$ cat src/rtl/bresenham_line_if.sv
// ---------------------------------------------------------------------------
// bresenham_line_if
// Purpose: bundles the request side (start, ray endpoints, busy, done) and the
//          cell stream (point_*) of the Bresenham ray rasteriser.
// Parameters:
//   COORD_W      signed coordinate width
// Modports:
//   master       requester/consumer view: drives start, x0..y1, point_ready
//   slave        rasteriser view: drives busy, done, point_x/y/last/valid
// ---------------------------------------------------------------------------
interface bresenham_line_if #(
    parameter int COORD_W = 11
);
    logic                      start;
    logic signed [COORD_W-1:0] x0;
    logic signed [COORD_W-1:0] y0;
    logic signed [COORD_W-1:0] x1;
    logic signed [COORD_W-1:0] y1;
    logic                      busy;
    logic                      done;
    logic signed [COORD_W-1:0] point_x;
    logic signed [COORD_W-1:0] point_y;
    logic                      point_last;
    logic                      point_valid;
    logic                      point_ready;

    modport master (
        output start, x0, y0, x1, y1, point_ready,
        input  busy, done, point_x, point_y, point_last, point_valid
    );

    modport slave (
        input  start, x0, y0, x1, y1, point_ready,
        output busy, done, point_x, point_y, point_last, point_valid
    );
endinterface

$ cat src/rtl/bresenham_line.sv
// ---------------------------------------------------------------------------
// bresenham_line
// Purpose: rasterises one laser-scan ray from the robot cell (x0,y0) to the
//          hit cell (x1,y1) with integer Bresenham. One cell is emitted per
//          accepted valid/ready transfer; the final cell carries point_last
//          (occupied endpoint), all earlier cells are free space.
// Parameters:
//   COORD_W      signed coordinate width (default 11)
//   GRID_WIDTH   grid columns (only used with BRESENHAM_CLIP_EN)
//   GRID_HEIGHT  grid rows    (only used with BRESENHAM_CLIP_EN)
// Ports:
//   clock        single clock, posedge
//   reset        synchronous, active-high
//   bus          bresenham_line_if.slave: start/x0/y0/x1/y1 in, busy/done out,
//                point_x/point_y/point_last/point_valid out, point_ready in
// Configuration:
//   BRESENHAM_CLIP_EN  when defined, cells outside the grid are stepped over
//                      at one per cycle without being presented.
// ---------------------------------------------------------------------------
module bresenham_line #(
    parameter int COORD_W     = 11,
    parameter int GRID_WIDTH  = 640,
    parameter int GRID_HEIGHT = 480
) (
    input  logic            clock,
    input  logic            reset,
    bresenham_line_if.slave bus
);
    // two guard bits keep dx, dy and err free of overflow for any legal ray
    localparam int EW = COORD_W + 2;
    localparam logic signed [COORD_W-1:0] ONE = COORD_W'(1);

    typedef enum logic [1:0] {IDLE, SETUP, STEP, DONE} state_t;

    state_t state;
    state_t state_next;

    logic signed [COORD_W-1:0] x0_r, y0_r, x1_r, y1_r;
    logic signed [COORD_W-1:0] x, y;
    logic signed [EW-1:0]      dx, dy, err;
    logic                      sx_neg, sy_neg;

    logic signed [EW-1:0]      diff_x, diff_y, abs_x, abs_y;
    logic signed [EW:0]        e2, dx_ext, dy_ext;
    logic signed [EW-1:0]      err_step;
    logic                      step_x, step_y;
    logic                      at_end, in_grid, advance;
    logic                      busy_w, done_w, valid_w, last_w;

    assign diff_x = $signed({{2{x1_r[COORD_W-1]}}, x1_r}) - $signed({{2{x0_r[COORD_W-1]}}, x0_r});
    assign diff_y = $signed({{2{y1_r[COORD_W-1]}}, y1_r}) - $signed({{2{y0_r[COORD_W-1]}}, y0_r});
    assign abs_x  = diff_x[EW-1] ? -diff_x : diff_x;
    assign abs_y  = diff_y[EW-1] ? -diff_y : diff_y;

    // e2 = 2*err needs one extra bit; dx/dy are widened to match for compares
    assign e2     = $signed({err, 1'b0});
    assign dx_ext = $signed({dx[EW-1], dx});
    assign dy_ext = $signed({dy[EW-1], dy});
    assign step_x = (e2 >= dy_ext);
    assign step_y = (e2 <= dx_ext);

    // both error corrections use the same e2 and land in the same cycle
    always_comb begin
        err_step = err;
        if (step_x) err_step = err_step + dy;
        if (step_y) err_step = err_step + dx;
    end

    assign at_end = (x == x1_r) && (y == y1_r);

`ifdef BRESENHAM_CLIP_EN
    localparam logic signed [EW-1:0] GRID_W_L = EW'(GRID_WIDTH);
    localparam logic signed [EW-1:0] GRID_H_L = EW'(GRID_HEIGHT);
    logic signed [EW-1:0] x_ext, y_ext;
    assign x_ext   = $signed({{2{x[COORD_W-1]}}, x});
    assign y_ext   = $signed({{2{y[COORD_W-1]}}, y});
    assign in_grid = !x[COORD_W-1] && !y[COORD_W-1] && (x_ext < GRID_W_L) && (y_ext < GRID_H_L);
`else
    assign in_grid = 1'b1;
`endif

    // off-grid cells are never presented, so they advance without a handshake
    assign advance = (state == STEP) && (in_grid ? bus.point_ready : 1'b1);

    always_ff @(posedge clock) begin
        if (reset) state <= IDLE;
        else       state <= state_next;
    end

    always_comb begin
        state_next = state;
        busy_w     = 1'b0;
        done_w     = 1'b0;
        valid_w    = 1'b0;
        last_w     = 1'b0;
        case (state)
            IDLE: begin
                if (bus.start) state_next = SETUP;
            end
            SETUP: begin
                busy_w     = 1'b1;
                state_next = STEP;
            end
            STEP: begin
                busy_w  = 1'b1;
                valid_w = in_grid;
                last_w  = in_grid && at_end;
                if (advance && at_end) state_next = DONE;
            end
            DONE: begin
                done_w     = 1'b1;
                state_next = IDLE;
            end
            default: state_next = IDLE;
        endcase
    end

    always_ff @(posedge clock) begin
        if (reset) begin
            x0_r   <= '0;
            y0_r   <= '0;
            x1_r   <= '0;
            y1_r   <= '0;
            x      <= '0;
            y      <= '0;
            dx     <= '0;
            dy     <= '0;
            err    <= '0;
            sx_neg <= 1'b0;
            sy_neg <= 1'b0;
        end else begin
            case (state)
                IDLE: begin
                    if (bus.start) begin
                        x0_r <= bus.x0;
                        y0_r <= bus.y0;
                        x1_r <= bus.x1;
                        y1_r <= bus.y1;
                    end
                end
                SETUP: begin
                    dx     <= abs_x;
                    dy     <= -abs_y;
                    err    <= abs_x - abs_y;
                    sx_neg <= diff_x[EW-1];
                    sy_neg <= diff_y[EW-1];
                    x      <= x0_r;
                    y      <= y0_r;
                end
                STEP: begin
                    if (advance && !at_end) begin
                        err <= err_step;
                        if (step_x) x <= sx_neg ? x - ONE : x + ONE;
                        if (step_y) y <= sy_neg ? y - ONE : y + ONE;
                    end
                end
                default: ;
            endcase
        end
    end

    assign bus.busy        = busy_w;
    assign bus.done        = done_w;
    assign bus.point_valid = valid_w;
    assign bus.point_last  = last_w;
    assign bus.point_x     = x;
    assign bus.point_y     = y;

endmodule

$ cat src/flat_wrapper.sv
// flat-port wrapper written by rule: the top's interface ports become plain ports
module bresenham_line_flat 
#(
    parameter int COORD_W     = 11,
    parameter int GRID_WIDTH  = 640,
    parameter int GRID_HEIGHT = 480
)
  (clock, reset, bus_start, bus_x0, bus_y0, bus_x1, bus_y1, bus_point_ready, bus_busy, bus_done, bus_point_x, bus_point_y, bus_point_last, bus_point_valid);
  bresenham_line_if #(.COORD_W(COORD_W)) bus_i ();
  input  logic clock;
  input  logic reset;
  input wire logic [$bits(bus_i.start)-1:0] bus_start;
  input wire logic [$bits(bus_i.x0)-1:0] bus_x0;
  input wire logic [$bits(bus_i.y0)-1:0] bus_y0;
  input wire logic [$bits(bus_i.x1)-1:0] bus_x1;
  input wire logic [$bits(bus_i.y1)-1:0] bus_y1;
  input wire logic [$bits(bus_i.point_ready)-1:0] bus_point_ready;
  output wire logic [$bits(bus_i.busy)-1:0] bus_busy;
  output wire logic [$bits(bus_i.done)-1:0] bus_done;
  output wire logic [$bits(bus_i.point_x)-1:0] bus_point_x;
  output wire logic [$bits(bus_i.point_y)-1:0] bus_point_y;
  output wire logic [$bits(bus_i.point_last)-1:0] bus_point_last;
  output wire logic [$bits(bus_i.point_valid)-1:0] bus_point_valid;
  assign bus_i.start = bus_start;
  assign bus_i.x0 = bus_x0;
  assign bus_i.y0 = bus_y0;
  assign bus_i.x1 = bus_x1;
  assign bus_i.y1 = bus_y1;
  assign bus_i.point_ready = bus_point_ready;
  assign bus_busy = bus_i.busy;
  assign bus_done = bus_i.done;
  assign bus_point_x = bus_i.point_x;
  assign bus_point_y = bus_i.point_y;
  assign bus_point_last = bus_i.point_last;
  assign bus_point_valid = bus_i.point_valid;
  bresenham_line #(.COORD_W(COORD_W), .GRID_WIDTH(GRID_WIDTH), .GRID_HEIGHT(GRID_HEIGHT)) u_core (.clock(clock), .reset(reset), .bus(bus_i));
endmodule
$ cat config.mk
export PLATFORM = sky130hd
export DESIGN_NAME = bresenham_line_flat
export DESIGN_NICKNAME = d
export VERILOG_FILES = /design/src/rtl/bresenham_line_if.sv /design/src/rtl/bresenham_line.sv /design/src/flat_wrapper.sv
export SDC_FILE = /design/constraint.sdc
export NUM_CORES = 1
export LEC_CHECK = 0
export CAP_MARGIN = 20
export CORE_ASPECT_RATIO = 1.75
export CORE_MARGIN = 1
export CORE_UTILIZATION = 55
export DETAILED_ROUTE_END_ITERATION = 8
export PLACE_DENSITY = 0.76
export RECOVER_POWER = 50
export REMOVE_ABC_BUFFERS = 1
export SYNTH_ARGS = -nofsm -noshare
export SYNTH_HDL_FRONTEND = slang
export SYNTH_SLANG_ARGS = --single-unit
$ cat constraint.sdc
create_clock -name clock -period 10 [get_ports clock]
set_input_delay 1 -clock clock [delete_from_list [all_inputs] [get_ports clock]]
set_output_delay 1 -clock clock [all_outputs]
set_load 0.02 [all_outputs]
==> metrics.txt, run 1 <==
final worst path period share 47.7%; post-cts sizing count 0; post-synth cell types 81; # diodes 0; worst-path cell chain inv_1, ha_1, nor2b_1, o2111a_1, o311a_1, o2111ai_1, a32oi_1, buf_4, o21ai_0, inv_1, ha_1, a21o_1, a21oi_1, o21bai_1, a21oi_1, o21bai_1, a211o_1, a2111oi_0, o2111ai_1, nand2_1, o21ai_0; Vias/cell 5.88; Worst R2R Start u_core.dy[1]$_SDFFE_PP0N_; Slew @ Worst Pin 1.82 ns; dpl hpwl 19.8 mm; hold_ws 0.459 ns; antenna viol nets, final 0; Final setup viols 0; Seq/Total Area, Yosys 22.6%; Cell Area, Synth 9640 sq um; IO Count 74; share of the synthesized area in the top cell type 22.6%; Hold Crit Class reg2reg; Peak Freq 210 MHz; core area 17000 sq um; Routed WL 25.8 mm; Layout Skew 0.0123 ns; drt pass-1 iters 5; Post-CTS Setup Inserts 0; H-tree depth 3; Tot GR Track Use 29.5%; Clock Tree Buf Depth 2; Avg Inst Size Synth 7.74 sq um; CTS tree built; CP bufs+invs 3; routing usage on met1 31.1%; CP Launch Point u_core.dy[1]$_SDFFE_PP0N_; largest net degree at the start of global routing 86; row cnt 63; routed length per instance 16.9 um; DRC 0; kind of critical path reg2reg; CP startpoint kind register; die height 177 um; GR peak layer met2; #FFs+latches synth 109; CP delay by family, top compound AO/OA/AOI/OAI gates; first-pass GRT wire length 41.7 mm; area grow syn2layout 11.4%; clk sinks 109; Placer Congestion 0.927; outcome complete, but fails checks; max_slew headroom -21.2%; max-slew violations 91; Critical Path Fanout Max 15; Initial DRC Count 372; asr flop ratio synth 0%; Post-synth EDFFs 0; CP Capture Type register; Die W 102 um; Filler Cell Count 1592; layout cells sized above 1 4.95%; Starting Density 56.6%; Clock Tree Root clkbuf_16; total CTS buffers 9; HP Start u_core.x0_r[9]$_SDFFE_PP0P_; fin nets 1453; Max Cap Viol 2; Post-Route Setup TNS 0 ns; met3 Use GR 3.52%; RSZ-0062 raised after global routing no; Arrival @ worst endpoint 5.02 ns; number of global-route vias before repair 8717; routed vias 8942; initial antenna violation count 0; Worst path max stage delay 0.49 ns; PortBufs 73; failing checks capacitance limit, slew limit; die area 18100 sq um; cell with the most instances after synthesis nand2_1; Hold Violations, Final 0; Critical-path top delay cell a2111oi_0; Clock Latency Late Sink 0.36 ns; Synth area leader dfxtp_1; total gr overflow 0; synthesized netlist cell count 1245; Req. time, crit path 10.25 ns; Post-synth top cells nand2_1, a21oi_1, ha_1, dfxtp_1; post-route minimum period 4.77 ns; synth warn 0; Clock transition at path regs 0.09 ns; top post-synthesis cells by area dfxtp_1, ha_1, a21oi_1, nand2_1, xor2_1; Util after Layout 63.1%; predominant post-synthesis flop cell dfxtp_1; met2 Use GR 52.3%; cts hold-fix bufs 0
==> logic make-up (layout without fill, tap and decap cells) <==
kind of cell | Yosys count | in the layout | synth area share, %
AO/OA/AOI/OAI | 336 | 336 | 22.5
XOR/XNOR | 96 | 96 | 8.92
adder cells (fa/ha/maj) | 117 | 117 | 15.7
buffers and inverters | 149 | 197 | 6.61
flip-flops | 109 | 109 | 22.6
multiplexers | 36 | 36 | 3.91
AND/OR/NAND/NOR | 402 | 402 | 19.7
==> cell usage in the layout (no fill, tap or decap), types with 5 or more instances in the layout <==
cell type        instances
fa_1                     7
ha_1                   109
o21a_1                  13
inv_1                   99
nand3b_1                 8
nand2b_1                14
a31oi_1                 10
nor2b_1                 15
mux2i_1                 23
nor4_1                   6
dlygate4sd3_1           20
mux2_2                  13
xnor2_1                 45
dfxtp_1                109
a21oi_1                136
nand3_1                 19
o211ai_1                 7
o21bai_1                 7
nor2_1                  99
or3_1                    8
xor2_1                  50
a211oi_1                31
and2_1                   8
buf_4                    8
nor3_1                  20
and3_1                   6
clkdlybuf4s50_1         52
o21ai_0                 51
nand4_1                 10
clkbuf_16                9
a21o_1                  19
a311o_1                  5
nand2_1                159
==> layer usage <==
metal	routed length, um	vias up
li1	-	4461
met1	9960	4192
met2	12900	195
met3	887	94
met4	1980	0
met5	0	-
==> layout make-up <==
cell class	instances	area, sq um	area share [%]
well taps	227	284	2.64
inverters	99	372	3.46
flip-flops and latches	109	2180	20.3
repair buffers	82	790	7.35
multi-input cells	987	6830	63.6
clock buffers	9	225	2.10
clock inverters	7	61.3	0.571
==> through the flow <==
stage	setup WS [ns]	instances	instance area [sq um]
3_3_place_gp	5.35	1503	10500
4_1_cts	5.24	1520	10700
5_1_grt	4.77	1520	10700
6_report	5.23	1520	10700
2_1_floorplan	5.35	1195	9380
3_5_place_dp	5.28	1504	10500
==> worst reg2reg max path, delay by kind of cell (launching register included) <==
kind                       cells  cell delay, ns
AOI/OAI and AO/OA             14            3.15
adders and majority gates      2            0.55
buffers and inverters          3            0.38
DFF                            1            0.37
and+or+nand+nor                2            0.23
==> sequential cells by signal (all words and copies together), names as in the netlist <==
name and cells:
u_core.y0_r 11, u_core.x1_r 11, u_core.err 13, u_core.state 2, u_core.sx_neg 1, u_core.bus.point_y 11, u_core.dy 13, u_core.dx 13
u_core.y1_r 11, u_core.sy_neg 1, u_core.bus.point_x 11, u_core.x0_r 11
==> worst paths after layout <==
| kind | to | slack (ns) | cells past startpoint |
|---|---|---|---|
| hold / removal | u_core.x0_r[9]$_SDFFE_PP0P_ | 0.46 | 2 |
| setup / recovery | u_core.err[11]$_SDFFE_PP0P_ | 5.23 | 21 |
| setup reg to reg | u_core.err[11]$_SDFFE_PP0P_ | 5.23 | 21 |
| hold reg to reg | u_core.x0_r[9]$_SDFFE_PP0P_ | 0.46 | 2 |
Power of run 1 is not shown: default switching activity piles up to over one toggle a cycle in this logic, so the estimate is an artifact.
==> run 2: changes to the inputs <==
Clock period 10 ns to 4.75 ns, I/O delays scaled along.
==> metrics.txt, run 2 (same netlist as run 1, synthesis figures left out) <==
total gr overflow 0; number of global-route vias before repair 8679; Layout Skew 0.0146 ns; failing checks capacitance limit, slew limit; row cnt 63; Placer Congestion 1.11; Final WS setup 0.356 ns; Post-CTS Setup Inserts 0; layout cells sized above 1 6.84%; area grow syn2layout 13.7%; final worst path period share 92.5%; clk sinks 109; CP startpoint kind register; Tot GR Track Use 30.5%; Starting Density 56.6%; Hold Violations, Final 0; Util after Layout 64.4%; die height 177 um; Max Cap Viol 1; Final setup viols 0; CTS tree built; # diodes 0; Non-Filler Instances 1542; Req. time, crit path 5.03 ns; fin nets 1475; H-tree depth 3; routed vias 9075; Peak Freq 228 MHz; Initial DRC Count 415; largest net degree at the start of global routing 80; worst slack at placement 0.210 ns; antenna viol nets, final 0; Placed Instances 1526; Clock Tree Buf Depth 2; Hold Crit Class reg2reg; Vias/cell 5.89; IO Count 74; commonest non-fill, non-tap cell in the layout nand2_1; Arrival @ worst endpoint 4.67 ns; first-pass GRT wire length 42.6 mm; post-route minimum period 4.39 ns; drt pass-1 iters 5; PortBufs 73; CP Capture Type register; Critical Path Fanout Max 5; Routed WL 26.8 mm; outcome complete, but fails checks; Clock Latency Late Sink 0.36 ns; kind of critical path reg2reg; Clock transition at path regs 0.09 ns; die area 18100 sq um; dpl hpwl 20.6 mm; initial antenna violation count 0; routed length per instance 17.4 um; most frequent cells in the layout nand2_1, a21oi_1, ha_1, dfxtp_1; DRC 0; Clock Tree Root clkbuf_16; max_slew headroom -38.9%; Die W 102 um; top flop regs u_core.dx x13, u_core.dy x13, u_core.err x13; core area 17000 sq um; max-slew violations 45; total CTS buffers 9; Slew @ Worst Pin 2.08 ns
-- run 2: cell types whose count changed in the layout (fill, tap and decap cells not counted), moves of 2 or more --
cell | before | now
buf_4 | 8 | 30
clkinv_4 | 0 | 2
o21ai_0 | 51 | 49
o21ai_1 | 0 | 2
-- run 2: area by class of cell --
type,count,area [sq um]
multi-input cells,987,6860
inverters,99,372
repair buffers,104,953
flip-flops and latches,109,2180
fillers,1526,6060
clock buffers,10,239
well taps,227,284
clock inverters,6,76.3
-- run 2: path summary, 6_finish.rpt --
| check | start | to | slack, ns | depth (start not counted) |
|---|---|---|---|---|
| worst min-delay path | u_core.y0_r[10]$_SDFFE_PP0P_ | u_core.y0_r[10]$_SDFFE_PP0P_ | 0.46 | 2 |
| worst max register to register | u_core.err[0]$_SDFFE_PP0P_ | u_core.err[12]$_SDFFE_PP0P_ | 0.36 | 20 |
| worst max-delay path | u_core.err[0]$_SDFFE_PP0P_ | u_core.err[12]$_SDFFE_PP0P_ | 0.36 | 20 |
| worst min register to register | u_core.y0_r[10]$_SDFFE_PP0P_ | u_core.y0_r[10]$_SDFFE_PP0P_ | 0.46 | 2 |
-- run 2: through the flow --
stage	hold WS (ns)	area, sq um	TNS [ns]
2_1_floorplan	0.430	9380	0
3_3_place_gp	0.445	10600	0
3_5_place_dp	0.448	10600	0
4_1_cts	0.459	10900	0
5_1_grt	0.476	11000	-0.00450
6_report	0.455	11000	0
-- run 2: what timing repair did --
item,4_1_cts,5_1_grt
endpoints found under the setup margin,0,4
hold buffers,0,0
gates resized for setup,0,9
-- run 2: critical path, cell delays in order (launching register included) --
cell      delay (ns)
dfxtp_1         0.42
ha_1            0.21
inv_1           0.06
fa_1            0.40
nor2b_1         0.12
o21ai_0         0.11
a21boi_0        0.32
o41ai_2         0.14
o21bai_1        0.15
a21oi_1         0.10
xnor2_1         0.17
mux2_2          0.35
ha_1            0.36
or4_1           0.51
o31ai_1         0.09
a221oi_1        0.10
o311ai_1        0.12
nand3_1         0.13
xor2_1          0.14
a21oi_1         0.08
a211oi_1        0.23
-- run 2: routing by layer --
| layer | GRT usage, % | routed length (um) | part of all wire [%] |
|---|---|---|---|
| met5 | 0 | 0 | 0 |
| met4 | 26.4 | 2540 | 9.5 |
| met3 | 3.04 | 847 | 3.2 |
| met2 | 52.0 | 13000 | 49 |
| met1 | 33.0 | 10400 | 39 |
Power of run 2 is left out for the same reason.
